--- src/rtl/pulse_meter.sv ---
`default_nettype none
// ============================================================================
//  Module      : pulse_meter
//  Description : Energy-pulse measurement unit. Counts rising edges of an
//                asynchronous meter pulse inside each gate window (rising
//                edges of Tick), measures the pulse-to-pulse period in Clk
//                cycles, and latches both at every window close into a
//                result register pair read through a valid/ack handshake.
//  Revision    : 1.0 - initial release
// ============================================================================
module pulse_meter #(
    parameter int CNT_W = 16,
    parameter int PER_W = 24
) (
    input  logic             Clk,
    input  logic             Reset,
    input  logic             En,
    input  logic             PulseIn,
    input  logic             Tick,
    input  logic             Ack,
    output logic [CNT_W-1:0] Count,
    output logic [PER_W-1:0] Period,
    output logic             Valid,
    output logic             Overrun,
    output logic             CntSat
);

    // Gate FSM encoding
    localparam logic [0:0] c_GATE_IDLE    = 1'b0;
    localparam logic [0:0] c_GATE_MEASURE = 1'b1;

    // Period tracker encoding
    localparam logic [1:0] c_TRK_NONE  = 2'd0;
    localparam logic [1:0] c_TRK_ONE   = 2'd1;
    localparam logic [1:0] c_TRK_TRACK = 2'd2;

    localparam logic [CNT_W-1:0] c_CNT_MAX = {CNT_W{1'b1}};
    localparam logic [PER_W-1:0] c_PER_MAX = {PER_W{1'b1}};

    // ------------------------------------------------------------------
    // Input conditioning
    // ------------------------------------------------------------------
    logic r_s1;
    logic r_s2;
    logic r_s3;
    logic r_t_d;
    logic w_pev;
    logic w_wev;

    // Two-flop synchronizer plus one delay flop for edge detection, and
    // a single register on Tick (already synchronous to Clk).
    always_ff @(posedge Clk or posedge Reset) begin
        if (Reset) begin
            r_s1  <= 1'b0;
            r_s2  <= 1'b0;
            r_s3  <= 1'b0;
            r_t_d <= 1'b0;
        end else begin
            r_s1  <= PulseIn;
            r_s2  <= r_s1;
            r_s3  <= r_s2;
            r_t_d <= Tick;
        end
    end

    assign w_pev = r_s2 & ~r_s3;
    assign w_wev = Tick & ~r_t_d;

    // ------------------------------------------------------------------
    // Gate FSM
    // ------------------------------------------------------------------
    logic [0:0] r_gate_st;
    logic [0:0] w_gate_nxt;
    logic       w_close;

    // Gate state register.
    always_ff @(posedge Clk or posedge Reset) begin
        if (Reset) begin
            r_gate_st <= c_GATE_IDLE;
        end else begin
            r_gate_st <= w_gate_nxt;
        end
    end

    // Next gate state; a window closes on every edge seen while measuring.
    // The arming edge out of IDLE never closes a window, so the partial
    // window before it is dropped.
    always_comb begin
        w_gate_nxt = r_gate_st;
        w_close    = 1'b0;
        if (!En) begin
            w_gate_nxt = c_GATE_IDLE;
        end else begin
            case (r_gate_st)
                c_GATE_IDLE: begin
                    if (w_wev) begin
                        w_gate_nxt = c_GATE_MEASURE;
                    end
                end
                c_GATE_MEASURE: begin
                    w_close = w_wev;
                end
                default: begin
                    w_gate_nxt = c_GATE_IDLE;
                end
            endcase
        end
    end

    // ------------------------------------------------------------------
    // Window pulse counter
    // ------------------------------------------------------------------
    logic [CNT_W-1:0] r_win_cnt;
    logic             r_sat;
    logic             w_win_max;
    logic [CNT_W-1:0] w_win_sum;
    logic             w_win_ovf;

    assign w_win_max = (r_win_cnt == c_CNT_MAX);
    // A pulse coincident with the closing edge belongs to the closing window.
    assign w_win_sum = w_win_max ? r_win_cnt : (r_win_cnt + CNT_W'(w_pev));
    assign w_win_ovf = w_win_max & w_pev;

    // Saturating per-window count; restarts at zero after each close.
    always_ff @(posedge Clk or posedge Reset) begin
        if (Reset) begin
            r_win_cnt <= '0;
            r_sat     <= 1'b0;
        end else if (!En || w_close) begin
            r_win_cnt <= '0;
            r_sat     <= 1'b0;
        end else if ((r_gate_st == c_GATE_MEASURE) && w_pev) begin
            if (w_win_max) begin
                r_sat <= 1'b1;
            end else begin
                r_win_cnt <= r_win_cnt + CNT_W'(1);
            end
        end
    end

    // ------------------------------------------------------------------
    // Period tracker
    // ------------------------------------------------------------------
    logic [1:0]       r_trk_st;
    logic [1:0]       w_trk_nxt;
    logic [PER_W-1:0] r_per_cnt;
    logic [PER_W-1:0] r_last_per;
    logic             w_per_max;
    logic [PER_W-1:0] w_per_inc;

    assign w_per_max = (r_per_cnt == c_PER_MAX);
    assign w_per_inc = w_per_max ? c_PER_MAX : (r_per_cnt + PER_W'(1));

    // Tracker state register.
    always_ff @(posedge Clk or posedge Reset) begin
        if (Reset) begin
            r_trk_st <= c_TRK_NONE;
        end else begin
            r_trk_st <= w_trk_nxt;
        end
    end

    // Tracker advances on each pulse; needs two pulses before an interval
    // is known.
    always_comb begin
        w_trk_nxt = r_trk_st;
        if (!En) begin
            w_trk_nxt = c_TRK_NONE;
        end else if (w_pev) begin
            case (r_trk_st)
                c_TRK_NONE:  w_trk_nxt = c_TRK_ONE;
                c_TRK_ONE:   w_trk_nxt = c_TRK_TRACK;
                c_TRK_TRACK: w_trk_nxt = c_TRK_TRACK;
                default:     w_trk_nxt = c_TRK_NONE;
            endcase
        end
    end

    // Cycle counter between pulses; a saturated counter means the pulse
    // stream has stopped, so the last interval is reported as all-ones.
    always_ff @(posedge Clk or posedge Reset) begin
        if (Reset) begin
            r_per_cnt  <= '0;
            r_last_per <= '0;
        end else if (!En) begin
            r_per_cnt <= '0;
        end else if (w_pev) begin
            r_per_cnt <= '0;
            if (r_trk_st != c_TRK_NONE) begin
                r_last_per <= w_per_inc;
            end
        end else if (w_per_max) begin
            r_last_per <= c_PER_MAX;
        end else begin
            r_per_cnt <= r_per_cnt + PER_W'(1);
        end
    end

    // ------------------------------------------------------------------
    // Result registers and handshake
    // ------------------------------------------------------------------
    logic [CNT_W-1:0] r_count;
    logic [PER_W-1:0] r_period;
    logic             r_cnt_sat;
    logic             r_valid;
    logic             r_overrun;
    logic             w_ack_hit;

    assign w_ack_hit = Ack & r_valid;

    // Result latch at each window close; holds otherwise (including En=0).
    always_ff @(posedge Clk or posedge Reset) begin
        if (Reset) begin
            r_count   <= '0;
            r_period  <= '0;
            r_cnt_sat <= 1'b0;
        end else if (w_close) begin
            r_count   <= w_win_sum;
            r_cnt_sat <= r_sat | w_win_ovf;
            r_period  <= (r_trk_st == c_TRK_TRACK) ? r_last_per : '0;
        end
    end

    // Valid/overrun handshake; an ack in the same cycle as a close
    // consumes the old result, so the new one is not an overrun.
    always_ff @(posedge Clk or posedge Reset) begin
        if (Reset) begin
            r_valid   <= 1'b0;
            r_overrun <= 1'b0;
        end else if (w_close) begin
            r_valid <= 1'b1;
            if (w_ack_hit) begin
                r_overrun <= 1'b0;
            end else if (r_valid) begin
                r_overrun <= 1'b1;
            end
        end else if (w_ack_hit) begin
            r_valid   <= 1'b0;
            r_overrun <= 1'b0;
        end
    end

    assign Count   = r_count;
    assign Period  = r_period;
    assign CntSat  = r_cnt_sat;
    assign Valid   = r_valid;
    assign Overrun = r_overrun;

endmodule
`default_nettype wire

--- config.mk ---
export PLATFORM = sky130hd
export DESIGN_NAME = pulse_meter
export DESIGN_NICKNAME = d
export VERILOG_FILES = /design/src/rtl/pulse_meter.sv
export SDC_FILE = /design/constraint.sdc
export NUM_CORES = 1
export LEC_CHECK = 0
export CAP_MARGIN = 20
export CORE_MARGIN = 4
export CORE_UTILIZATION = 57
export DETAILED_ROUTE_END_ITERATION = 10
export PLACE_DENSITY = 0.79
export SKIP_CTS_REPAIR_TIMING = 1
export SLEW_MARGIN = 40
export SYNTH_ARGS = -nofsm -noshare
export SYNTH_HDL_FRONTEND = slang
export SYNTH_SLANG_ARGS = --single-unit
--- constraint.sdc ---
create_clock -name Clk -period 4.7 [get_ports Clk]
set_clock_uncertainty 0.1 [all_clocks]
set_input_delay 0.47 -clock Clk [delete_from_list [all_inputs] [get_ports Clk]]
set_output_delay 0.47 -clock Clk [all_outputs]
set_load 0.01 [all_outputs]
==> reports/metrics.csv <==
metric,value,unit
synthArstFlopShare,100,%
initial_core_util,58.5,%
post-dp-hpwl,7870,um
drc_errors,0,
slew_headroom,52.1,%
portBuffers,48,
rows,35,
via_per_inst,5.84,
start_kind,flip-flop,
dieArea,11100,um^2
cpPeakStageDelay,0.53,ns
die_h,105,um
ys_types,58,
placed_cell_area,5920,um^2
design_area,6580,um^2
dp.cells,684,
final_cells,716,
clk_pin_slew_worst_paths,0.06,ns
rsz0062_at_grt,false,
yosys.area.top_type,dfrtp_1,
grt_max_degree,85,
tns,0,ns
synth.top_cell.area_share,53.5,%
tightest_slew,0.719,ns
r2r-start,r_s3$_DFF_PP0_,
root_buffer,clkbuf_8,
synth_area,5380,um^2
core_area,9200,um^2
syn2layout_area_growth,22.2,%
syn-num-nets,561,
place_congestion,0.845,
crit_start,r_s3$_DFF_PP0_,
hold_start,r_s1$_DFF_PP0_,
synth_cells,548,
drv_cap,0,
clock.fmax,369,MHz
cts.sink_count,115,
postLayoutSetupSlackWorst,1.99,ns
final_nets,605,
drt_pass1_iterations,9,
clock_latency,0.51,ns
post_drt_wl_per_cell,16.6,um
crit_chain,"nand2b_1, clkinv_1, ha_1, ha_1, nand3_1, or2_2, a2111oi_0, xnor2_1, o21ai_0",
powerDensity,418,nW/um^2
worstPathRequired,4.97,ns
path_max_fanout,9,
synth_seq_area_share,53.5,%
arrival,2.99,ns
synth_warnings,0,
power_frac_clock,51.2,%
hold_viol,0,
finalSetupViolCount,0,
crit_family,simple AND/OR/NAND/NOR gates,
slew_violations,0,
cpMostUsedCell,ha_1,
max-vdd-ir-drop,0.231,mV
path_class,reg -> reg,
swShare,22.4,%
grt_usage,22.8,%
grt_pass1_vias,4214,
leakage,2.83,nW
slowest_stage,a2111oi_0,
worst-path-buf-inv,1,
numCtsBuffers,17,
synth_area_per_cell,9.82,um^2
hold_class,reg -> reg,
combPwrFrac,7.4,%
yosys-top-cells-area,"dfrtp_1 (53%), nand2_1 (6.5%), xnor2_1 (4.1%)",
cts_buffer_depth,2,
antenna_found_initial,0,
internal_power,2.14,mW
endpoint_kind,flip-flop,
cts_tree,built,
pre_cts_ws,1.56,ns
final_util,71.5,%
fin_crit_sh,57.7,%
antenna_cells,0,
die_w,105,um
synth_seq_cells,115,
fin_crit,2.71,ns
final_antenna_net_count,0,
grt_pass1_wl,20300,um
yosysMostFrequentCell,dfrtp_1,
drive_gt1_share,12.7,%
drt-total-wl,11900,um
synth_edf_count,0,
synthTopCellsByCount,"dfrtp_1 (115), nand2_1 (93), nand3_1 (42), nor2_1 (42), a21oi_1 (33)",
p_sw,0.615,mW
overflow,0,
via_count,4185,
status,finished clean,
synth-main-ff-cell,dfrtp_1,
cts.htree.levels,4,
seqPwrFrac,41.4,%
drtIter0Drc,323,
io_pins,49,
==> cell usage in the layout (no fill, tap or decap), types with 3 or more instances in the layout <==
master             n
nor3_1            10
a31oi_1            4
a21oi_1           33
nor2_2             3
buf_4              5
or3_1              5
bufinv_16          6
o21ai_0           23
nor2_1            42
nand3_1           41
nand4_1            7
inv_1              7
nand2b_1           3
nor4_1             5
and2_1             4
clkbuf_16         16
ha_1               6
a21oi_2           20
xnor2_1           25
clkinv_2           3
clkdlybuf4s50_1   48
a211oi_1           5
xor2_1            17
nand2_1           92
clkinv_4           3
clkinvlp_4         3
dfrtp_1          115
mux2i_1            3
==> power by group through the flow <==
stage	clock network (mW)	registers, mW	logic [mW]
after global placement	0	1.15	0.193
after floorplan	0	1.14	0.139
after CTS	1.43	1.14	0.207
after detailed placement	0	1.15	0.202
after global routing	1.48	1.15	0.226
final	1.41	1.14	0.202
==> state kept, by name (all words and copies together), names as in the netlist <==
name and count:
CntSat 1, Count 16, Overrun 1, Period 24, Valid 1, r_gate_st 1, r_last_per 24, r_per_cnt 24
r_s1 1, r_s2 1, r_s3 1, r_sat 1, r_t_d 1, r_trk_st 2, r_win_cnt 16
==> metal layers <==
layer  global-route usage [%]  wire, um  vias to the layer above
li1                         -         -                     1984
met1                     28.9      4920                     2025
met2                     37.9      6020                      153
met3                     5.56       653                       23
met4                     9.09       260                        0
met5                        0         0                        -
==> worst register-to-register path, stage by stage (launching register included) <==
cell       delay [ns]
dfrtp_1          0.36
nand2b_1         0.20
clkinv_1         0.19
ha_1             0.22
ha_1             0.20
nand3_1          0.16
or2_2            0.36
a2111oi_0        0.53
xnor2_1          0.17
o21ai_0          0.08
==> final timing paths <==
| path | endpoint | slack [ns] | cells past startpoint |
|---|---|---|---|
| setup / recovery | Count[10]$_DFFE_PP0P_ | 1.99 | 9 |
| hold / removal | r_s2$_DFF_PP0_ | 0.28 | 0 |
| setup reg to reg | Count[10]$_DFFE_PP0P_ | 1.99 | 9 |
| hold reg to reg | r_s2$_DFF_PP0_ | 0.28 | 0 |
| max in group asynchronous | r_last_per[7]$_DFFE_PP0P_ | 3.27 | 3 |
| min in group asynchronous | Period[17]$_DFFE_PP0P_ | 0.34 | 2 |
==> logic make-up after synthesis <==
logic type	after synthesis	share of synthesized area, %
and+or+nand+nor	239	21.3
buffers and inverters	37	3.16
DFF	115	53.5
xor gates and xnor gates	42	6.83
adders and majority gates	7	1.63
muxes	4	0.767
AOI/OAI and AO/OA	104	12.9
==> through the flow <==
stage	hold slack, ns	total power [mW]
finish	0.277	2.75
global route	0.287	2.86
CTS	0.283	2.77
detailed placement	0.271	1.35
global placement	0.234	1.34
floorplan	0.231	1.28
==> area by class of cell <==
type,count,area (um^2)
tap,111,139
sequential,115,2880
clock buffer,18,418
clock inverter,14,235
timing repair buffer,53,518
inverter,9,38.8
fill,621,2620
multi-input combinational,396,2350
Note: power is estimated with default switching activity, not from simulation.
